<file path="config.mk">
export PLATFORM = sky130hd
export DESIGN_NAME = coz_yurut_asamasi_flat
export DESIGN_NICKNAME = d
export VERILOG_FILES = /design/src/rtl/coz_yurut_asamasi_pkg.sv /design/src/rtl/coz_yurut_asamasi_if.sv /design/src/rtl/coz_yurut_asamasi_alu.sv /design/src/rtl/coz_yurut_asamasi.sv /design/src/flat_wrapper.sv
export SDC_FILE = /design/constraint.sdc
export NUM_CORES = 2
export LEC_CHECK = 0
export CORE_ASPECT_RATIO = 0.6
export CORE_MARGIN = 8
export CORE_UTILIZATION = 65
export CTS_BUF_LIST = sky130_fd_sc_hd__clkbuf_4 sky130_fd_sc_hd__clkbuf_8
export CTS_CLUSTER_DIAMETER = 50
export DETAILED_ROUTE_END_ITERATION = 12
export PLACE_DENSITY = 0.81
export SYNTH_ARGS = -nofsm -noshare
export SYNTH_HDL_FRONTEND = slang
export SYNTH_SLANG_ARGS = --single-unit
</file>
<file path="constraint.sdc">
create_clock -name clk -period 63.7 [get_ports clk]
set_clock_uncertainty 0.2 [all_clocks]
set_input_delay 12.74 -clock clk [delete_from_list [all_inputs] [get_ports clk]]
set_output_delay 12.74 -clock clk [all_outputs]
set_load 0.02 [all_outputs]
</file>
<file path="src/rtl/coz_yurut_asamasi_pkg.sv">
// coz_yurut_paket: opcodes, FSM states, ALU op codes and the default PC shared by the decode/execute stage
package coz_yurut_paket;
    localparam logic [6:0] OP     = 7'h33;
    localparam logic [6:0] OP_IMM = 7'h13;
    localparam logic [6:0] LUI    = 7'h37;
    localparam logic [6:0] AUIPC  = 7'h17;
    localparam logic [6:0] JAL    = 7'h6F;
    localparam logic [6:0] JALR   = 7'h67;
    localparam logic [6:0] BRANCH = 7'h63;
    localparam logic [31:0] VARSAYILAN_PS = 32'h8000_0000;
    typedef enum logic [1:0] {BOSTA, COZ, YURUT, GERIYAZ} durum_t;
    typedef enum logic [3:0] {
        ALU_ADD, ALU_SUB, ALU_SLL, ALU_SLT, ALU_SLTU,
        ALU_XOR, ALU_SRL, ALU_SRA, ALU_OR, ALU_AND
    } alu_op_t;
endpackage

</file>
<file path="src/rtl/coz_yurut_asamasi_if.sv">
// coz_yurut_asamasi_if: fetch <-> decode/execute handshake and next-PC return path
interface coz_yurut_asamasi_if #(parameter int VERI_BIT = 32, parameter int ADRES_BIT = 32);
    logic                 buyruk_gecerli;
    logic [VERI_BIT-1:0]  buyruk;
    logic [ADRES_BIT-1:0] buyruk_ps;
    logic                 buyruk_hazir;
    logic [ADRES_BIT-1:0] sonraki_ps;
    logic                 sonraki_ps_gecerli;
    logic                 gecersiz_buyruk;
    modport master (output buyruk_gecerli, buyruk, buyruk_ps,
                    input  buyruk_hazir, sonraki_ps, sonraki_ps_gecerli, gecersiz_buyruk);
    modport slave  (input  buyruk_gecerli, buyruk, buyruk_ps,
                    output buyruk_hazir, sonraki_ps, sonraki_ps_gecerli, gecersiz_buyruk);
endinterface

</file>
<file path="src/rtl/coz_yurut_asamasi_alu.sv">
// aritmetik_mantik_birimi: combinational RV32I ALU with equal / signed-less / unsigned-less comparator
module aritmetik_mantik_birimi
    import coz_yurut_paket::*;
#(
    parameter int VERI_BIT = 32
) (
    input  alu_op_t             op,
    input  logic [VERI_BIT-1:0] a,
    input  logic [VERI_BIT-1:0] b,
    output logic [VERI_BIT-1:0] sonuc,
    output logic                esit,
    output logic                kucuk,
    output logic                kucuk_isaretsiz
);
    logic [4:0] kaydir;
    assign kaydir          = b[4:0];
    assign esit            = a == b;
    assign kucuk           = $signed(a) < $signed(b);
    assign kucuk_isaretsiz = a < b;
    always_comb begin
        sonuc = a + b;
        case (op)
            ALU_SUB:  sonuc = a - b;
            ALU_SLL:  sonuc = a << kaydir;
            ALU_SLT:  sonuc = {{(VERI_BIT-1){1'b0}}, kucuk};
            ALU_SLTU: sonuc = {{(VERI_BIT-1){1'b0}}, kucuk_isaretsiz};
            ALU_XOR:  sonuc = a ^ b;
            ALU_SRL:  sonuc = a >> kaydir;
            ALU_SRA:  sonuc = $signed(a) >>> kaydir;
            ALU_OR:   sonuc = a | b;
            ALU_AND:  sonuc = a & b;
            default:  ;
        endcase
    end
endmodule

</file>
<file path="src/rtl/coz_yurut_asamasi.sv">
// coz_yurut_asamasi: multicycle RV32I decode / register-read / execute / write-back stage with register file
module coz_yurut_asamasi
    import coz_yurut_paket::*;
#(
    parameter int VERI_BIT      = 32,
    parameter int ADRES_BIT     = 32,
    parameter int YAZMAC_SAYISI = 32
) (
    input  logic                clk,
    input  logic                rst,
    coz_yurut_asamasi_if.slave  bus,
    input  logic [4:0]          hata_ayikla_adres,
    output logic [VERI_BIT-1:0] hata_ayikla_veri
);
    durum_t durum, sonraki_durum;
    logic [31:0] buyruk_r;
    logic [ADRES_BIT-1:0] ps_r, hedef_ham, hedef, sonraki;
    logic [VERI_BIT-1:0] yazmac [YAZMAC_SAYISI];
    logic [VERI_BIT-1:0] rs1_v, rs2_v, imm, a, b, a_r, b_r, rs1_r, imm_r, sonuc, sonuc_r;
    alu_op_t alu_op, op_r;
    logic yasal, esit, kucuk, kucuk_i, kosul, atla, gecersiz, yaz, yaz_r, gecersiz_r;
    logic [6:0] opk, f7;
    logic [2:0] f3;
    logic [4:0] rd, rs1, rs2;
    assign opk = buyruk_r[6:0];
    assign rd  = buyruk_r[11:7];
    assign f3  = buyruk_r[14:12];
    assign rs1 = buyruk_r[19:15];
    assign rs2 = buyruk_r[24:20];
    assign f7  = buyruk_r[31:25];
    assign hata_ayikla_veri = hata_ayikla_adres == 5'd0 ? '0 : yazmac[hata_ayikla_adres];
    always_comb begin
        rs1_v = rs1 == 5'd0 ? '0 : yazmac[rs1];
        rs2_v = rs2 == 5'd0 ? '0 : yazmac[rs2];
        imm = (opk == LUI || opk == AUIPC) ? {buyruk_r[31:12], 12'b0} :
              opk == JAL    ? {{12{buyruk_r[31]}}, buyruk_r[19:12], buyruk_r[20], buyruk_r[30:21], 1'b0} :
              opk == BRANCH ? {{20{buyruk_r[31]}}, buyruk_r[7], buyruk_r[30:25], buyruk_r[11:8], 1'b0} :
                              {{20{buyruk_r[31]}}, buyruk_r[31:20]};
        alu_op = ALU_ADD;
        if (opk == OP || opk == OP_IMM)
            case (f3)
                3'd0:    alu_op = (opk == OP && f7[5]) ? ALU_SUB : ALU_ADD;
                3'd1:    alu_op = ALU_SLL;
                3'd2:    alu_op = ALU_SLT;
                3'd3:    alu_op = ALU_SLTU;
                3'd4:    alu_op = ALU_XOR;
                3'd5:    alu_op = f7[5] ? ALU_SRA : ALU_SRL;
                3'd6:    alu_op = ALU_OR;
                default: alu_op = ALU_AND;
            endcase
        // Jumps reuse the adder for the link value ps + 4
        a = (opk == AUIPC || opk == JAL || opk == JALR) ? ps_r : opk == LUI ? '0 : rs1_v;
        b = (opk == OP || opk == BRANCH) ? rs2_v : (opk == JAL || opk == JALR) ? VERI_BIT'(4) : imm;
        case (opk)
            OP:              yasal = f7 == 7'h00 || (f7 == 7'h20 && (f3 == 3'd0 || f3 == 3'd5));
            OP_IMM:          yasal = f3 == 3'd1 ? f7 == 7'h00 : f3 == 3'd5 ? (f7 == 7'h00 || f7 == 7'h20) : 1'b1;
            LUI, AUIPC, JAL: yasal = 1'b1;
            JALR:            yasal = f3 == 3'd0;
            BRANCH:          yasal = f3[2:1] != 2'b01;
            default:         yasal = 1'b0;
        endcase
    end
    aritmetik_mantik_birimi #(.VERI_BIT(VERI_BIT)) u_alu (
        .op(op_r), .a(a_r), .b(b_r), .sonuc(sonuc),
        .esit(esit), .kucuk(kucuk), .kucuk_isaretsiz(kucuk_i)
    );
    always_comb begin
        kosul = f3[2:1] == 2'b00 ? esit ^ f3[0] : f3[1] ? kucuk_i ^ f3[0] : kucuk ^ f3[0];
        hedef_ham = (opk == JALR ? rs1_r : ps_r) + imm_r;
        hedef = {hedef_ham[ADRES_BIT-1:1], hedef_ham[0] & (opk != JALR)};
        atla = opk == JAL || opk == JALR || (opk == BRANCH && kosul);
        gecersiz = !yasal || (atla && hedef[1:0] != 2'b00);
        sonraki = (atla && !gecersiz) ? hedef : ps_r + ADRES_BIT'(4);
        yaz = !gecersiz && rd != 5'd0 && opk != BRANCH;
    end
    always_ff @(posedge clk or posedge rst)
        if (rst) durum <= BOSTA;
        else durum <= sonraki_durum;
    always_comb begin
        sonraki_durum = durum;
        bus.buyruk_hazir = 1'b0;
        bus.sonraki_ps_gecerli = 1'b0;
        bus.gecersiz_buyruk = 1'b0;
        case (durum)
            BOSTA: begin
                bus.buyruk_hazir = 1'b1;
                sonraki_durum = bus.buyruk_gecerli ? COZ : BOSTA;
            end
            COZ:   sonraki_durum = YURUT;
            YURUT: sonraki_durum = GERIYAZ;
            default: begin
                bus.sonraki_ps_gecerli = 1'b1;
                bus.gecersiz_buyruk = gecersiz_r;
                sonraki_durum = BOSTA;
            end
        endcase
    end
    always_ff @(posedge clk or posedge rst)
        if (rst) begin
            buyruk_r <= '0;
            ps_r <= '0;
            a_r <= '0;
            b_r <= '0;
            rs1_r <= '0;
            imm_r <= '0;
            op_r <= ALU_ADD;
            sonuc_r <= '0;
            yaz_r <= 1'b0;
            gecersiz_r <= 1'b0;
            bus.sonraki_ps <= '0;
            for (int i = 0; i < YAZMAC_SAYISI; i++) yazmac[i] <= '0;
        end else begin
            if (durum == BOSTA && bus.buyruk_gecerli) begin
                buyruk_r <= bus.buyruk;
                ps_r <= bus.buyruk_ps;
            end
            if (durum == COZ) begin
                a_r <= a;
                b_r <= b;
                rs1_r <= rs1_v;
                imm_r <= imm;
                op_r <= alu_op;
            end
            if (durum == YURUT) begin
                sonuc_r <= sonuc;
                yaz_r <= yaz;
                gecersiz_r <= gecersiz;
                bus.sonraki_ps <= sonraki;
            end
            if (durum == GERIYAZ && yaz_r) yazmac[rd] <= sonuc_r;
        end
endmodule
</file>
<file path="src/flat_wrapper.sv">
// flat-port wrapper written by rule: the top's interface ports become plain ports
module coz_yurut_asamasi_flat import coz_yurut_paket::*;
#(
    parameter int VERI_BIT      = 32,
    parameter int ADRES_BIT     = 32,
    parameter int YAZMAC_SAYISI = 32
)
  (clk, rst, hata_ayikla_adres, hata_ayikla_veri, bus_buyruk_gecerli, bus_buyruk, bus_buyruk_ps, bus_buyruk_hazir, bus_sonraki_ps, bus_sonraki_ps_gecerli, bus_gecersiz_buyruk);
  coz_yurut_asamasi_if #(.VERI_BIT(VERI_BIT), .ADRES_BIT(ADRES_BIT)) bus_i ();
  input  logic clk;
  input  logic rst;
  input  logic [4:0] hata_ayikla_adres;
  output logic [VERI_BIT-1:0] hata_ayikla_veri;
  input wire logic [$bits(bus_i.buyruk_gecerli)-1:0] bus_buyruk_gecerli;
  input wire logic [$bits(bus_i.buyruk)-1:0] bus_buyruk;
  input wire logic [$bits(bus_i.buyruk_ps)-1:0] bus_buyruk_ps;
  output wire logic [$bits(bus_i.buyruk_hazir)-1:0] bus_buyruk_hazir;
  output wire logic [$bits(bus_i.sonraki_ps)-1:0] bus_sonraki_ps;
  output wire logic [$bits(bus_i.sonraki_ps_gecerli)-1:0] bus_sonraki_ps_gecerli;
  output wire logic [$bits(bus_i.gecersiz_buyruk)-1:0] bus_gecersiz_buyruk;
  assign bus_i.buyruk_gecerli = bus_buyruk_gecerli;
  assign bus_i.buyruk = bus_buyruk;
  assign bus_i.buyruk_ps = bus_buyruk_ps;
  assign bus_buyruk_hazir = bus_i.buyruk_hazir;
  assign bus_sonraki_ps = bus_i.sonraki_ps;
  assign bus_sonraki_ps_gecerli = bus_i.sonraki_ps_gecerli;
  assign bus_gecersiz_buyruk = bus_i.gecersiz_buyruk;
  coz_yurut_asamasi #(.VERI_BIT(VERI_BIT), .ADRES_BIT(ADRES_BIT), .YAZMAC_SAYISI(YAZMAC_SAYISI)) u_core (.clk(clk), .rst(rst), .bus(bus_i), .hata_ayikla_adres(hata_ayikla_adres), .hata_ayikla_veri(hata_ayikla_veri));
endmodule
</file>
==> impl_metrics.ini <==
[critical_path]
cp_common_cell = mux4_2
worst-endpoint-arrival_ps = 17130
timing.critical_path.to_type = output port
critical_path_buf_inv_count = 4
slowest_delay_ps = 870
path_cells = buf_8, buf_12, buf_4, mux4_2, mux4_2, mux2i_1, nor2_1, clkdlybuf4s50_1
crit_fanout = 103
setup.worst_path.class = in -> out
cpLargestDelayFamily = buffers and inverters
slowest_stage_cell_cp = buf_4
critPathRequiredTime_ps = 50760
startpoint_type = input port

[routing]
detail_route_antenna_nets = 0
drt-wirelength-per-cell_um = 37.9
detailroute.via_count = 62564
post-route-drc-count = 0
drt_iter0_drc = 9774
first_pass_iters = 6
route.detailed.vias_per_inst = 7.92
totalWireLength_mm = 300

[floorplan]
floorplan.die.width_um = 478
fp.dieArea_mm2 = 0.140
std_cell_rows = 101
pin_count = 139
die_height_um = 293
initial_utilization_pct = 65.7
placeableCoreArea_mm2 = 0.127

[place]
dpl.hpwl_mm = 190
place.port_buffers = 138
routabilityCongestion = 1.07

[timing]
hold_viol = 0
rsz0062_at_grt = no
final_max_slew_viol_count = 3
min_period_over_period_pct = 47.2
fmax_mhz = 33.3
setup_tns_ps = 0
worst_max_slew_pin_slew_ps = 1630
setup_viol_count_final = 0
period_needed_ps = 30070
slew_headroom_pct = -9.08

[synth]
synth_top_area_share_pct = 38.7
synth.mux.area_fraction_pct = 43.3
synth_enable_flop_cells = 0
syn-mean-instance-area_um2 = 13.5
synthTopCellsByArea = dfrtp_1, mux4_2, mux2_2
synth_adder_area_share_pct = 2.09
synth-async-reset-ratio_pct = 100
synthFlopType = dfrtp_1
post_synth_and_or_nand_nor_area_fraction_pct = 4.86
synthesized_area_mm2 = 0.0833
synth-compound-area-share_pct = 6.70
syn-num-nets = 6373
synth_seq_area_share_pct = 38.7
postSynthCellCount = 6164
yosysWarnings = 0
yosys-top-cells-count = dfrtp_1, mux2_2, mux4_2
seq_cells_post_synth = 1288
xor_xnor_share_of_the_synthesized_area_pct = 0.840
ys_types = 84
dominant_combinational_cell_family_by_area_after_synthesis = multiplexers
synthDominantAreaCellType = dfrtp_1
post-synth-top-count-cell = dfrtp_1

[cts]
tritoncts_clock_tree = done
cts_setup_buffers = 0
ctsResizeCount = 0
worst_skew_pair.late_latency_ps = 1000
cts.hold.buffers_added = 0
cts-buffers-inserted = 194
clk_path_buf_depth = 3
cts_num_sinks = 1288
clk_pin_slew_ps = 60
cts_root_buffer = clkbuf_8
cts-htree-levels = 4

[pwr]
design_power_total_mw = 3.40
max-vdd-ir-drop_uv = 49.2
power_density_mw_per_mm2 = 37.6
p_leak_nw = 39.3

[hold_path]
timing.hold.worst.class = reg -> reg

[global_route]
groute.usage.overall_pct = 42.4
grt_pass1_wl_mm = 436
maximum_number_of_pins_on_one_net_before_global_route_repair = 159
number_of_antenna_violations_at_the_first_check_in_global_routing = 11
first_global_vias = 61196
overflow = 0

[layout]
num-nets-final = 6238
syn2layout_area_growth_pct = 8.57
fill_cells = 8288
drive_gt1_share_pct = 43.3

[run_status]
run_status = finished, violations left
violated_checks = capacitance limit, slew limit

[job]
drv_cap = 1
[per-stage QoR]
step	hold slack (ps)	std cells	worst slack [ps]	utilization, %	cell area [µm²]
3_3_place_gp	260	7532	33640	67.7	85900
6_report	276	7900	33630	71.3	90400
3_5_place_dp	262	7532	33520	67.7	85900
5_1_grt	280	7892	33280	71.3	90400
4_1_cts	276	7890	33540	71.3	90400
2_1_floorplan	246	6164	14460	-	83300
[report_power, final]
group	internal [mW]	switching, mW
logic	0.566	0.833
clock network	0.428	0.370
registers	0.917	0.284
total	1.91	1.49
[path summary, 6_finish.rpt]
| path | start | endpoint | slack, ps | cells past startpoint |
|---|---|---|---|---|
| max in group asynchronous | rst | u_core.imm_r[16] | 46270 | 7 |
| worst min-delay path | u_core.rs1_r[23] | u_core.rs1_r[23] | 280 | 1 |
| worst min register to register | u_core.rs1_r[23] | u_core.rs1_r[23] | 280 | 1 |
| min in group asynchronous | rst | u_core.yazmac[992] | 12030 | 2 |
| worst max-delay path | hata_ayikla_adres[0] | hata_ayikla_veri[5] | 33630 | 8 |
| worst max register to register | u_core.buyruk_r[5] | u_core.bus.sonraki_ps[30] | 57080 | 13 |
[logic make-up (layout without fill, tap and decap cells)]
kind of cell / after synthesis / in the layout
multiplexers: 2201 / 2201
flip-flops: 1288 / 1288
AND/OR/NAND/NOR: 880 / 880
AO/OA/AOI/OAI: 838 / 838
buffers and inverters: 741 / 768
adder cells (fa/ha/maj): 137 / 137
XOR/XNOR: 79 / 79
other: 0 / 10
[metal layers]
layer / vias to the layer above / GRT usage (%) / wire length, µm
li1: 23846 / - / -
met2: 5595 / 52.7 / 115000
met4: 17 / 18.8 / 15900
met3: 951 / 23.3 / 54500
met1: 32155 / 60.6 / 114000
met5: - / 0.376 / 282
[registers in the layout, indices dropped and copies added (netlist names)]
| name | flops |
|---|---|
| u_core.buyruk_r | 32 |
| u_core.imm_r | 32 |
| u_core.ps_r | 32 |
| u_core.op_r | 4 |
| u_core.gecersiz_r | 1 |
| u_core.yaz_r | 1 |
| u_core.sonuc_r | 32 |
| u_core.rs1_r | 32 |
| u_core.bus.sonraki_ps | 32 |
| u_core.a_r | 32 |
| u_core.yazmac | 1024 |
| u_core.b_r | 32 |
| u_core.durum | 2 |
[placed cells by master (no fill, tap or decap), types with 55 or more instances in the layout]
master / instances
a21o_1: 55
a21oi_1: 190
buf_4: 130
clkbuf_8: 253
clkdlybuf4s50_1: 133
dfrtp_1: 1276
ha_1: 132
inv_1: 132
mux2_2: 1065
mux2i_1: 118
mux4_2: 1016
nand2_1: 259
nand3_1: 56
nor2_1: 272
o21ai_0: 221
xnor2_1: 57
[cell type report]
cell class / count / area [µm²] / area share, %
Timing Repair Buffer: 272 / 2470 / 2.73
Sequential cell: 1288 / 32300 / 35.7
Tap cell: 1699 / 2130 / 2.35
Antenna cell: 10 / 25.0 / 0.0277
Inverter: 138 / 526 / 0.581
Clock inverter: 59 / 682 / 0.754
Multi-Input combinational cell: 4135 / 48500 / 53.6
Clock buffer: 299 / 3830 / 4.23
[worst register-to-register path: cells and delay by family, from the launching register on]
family	cells	cell delay, ps
compound gates	5	2830
fa+ha+maj	1	390
buf+inv	1	300
flops	1	500
mux	1	350
simple gates	5	1870
Note: power is estimated with default switching activity, not from simulation.
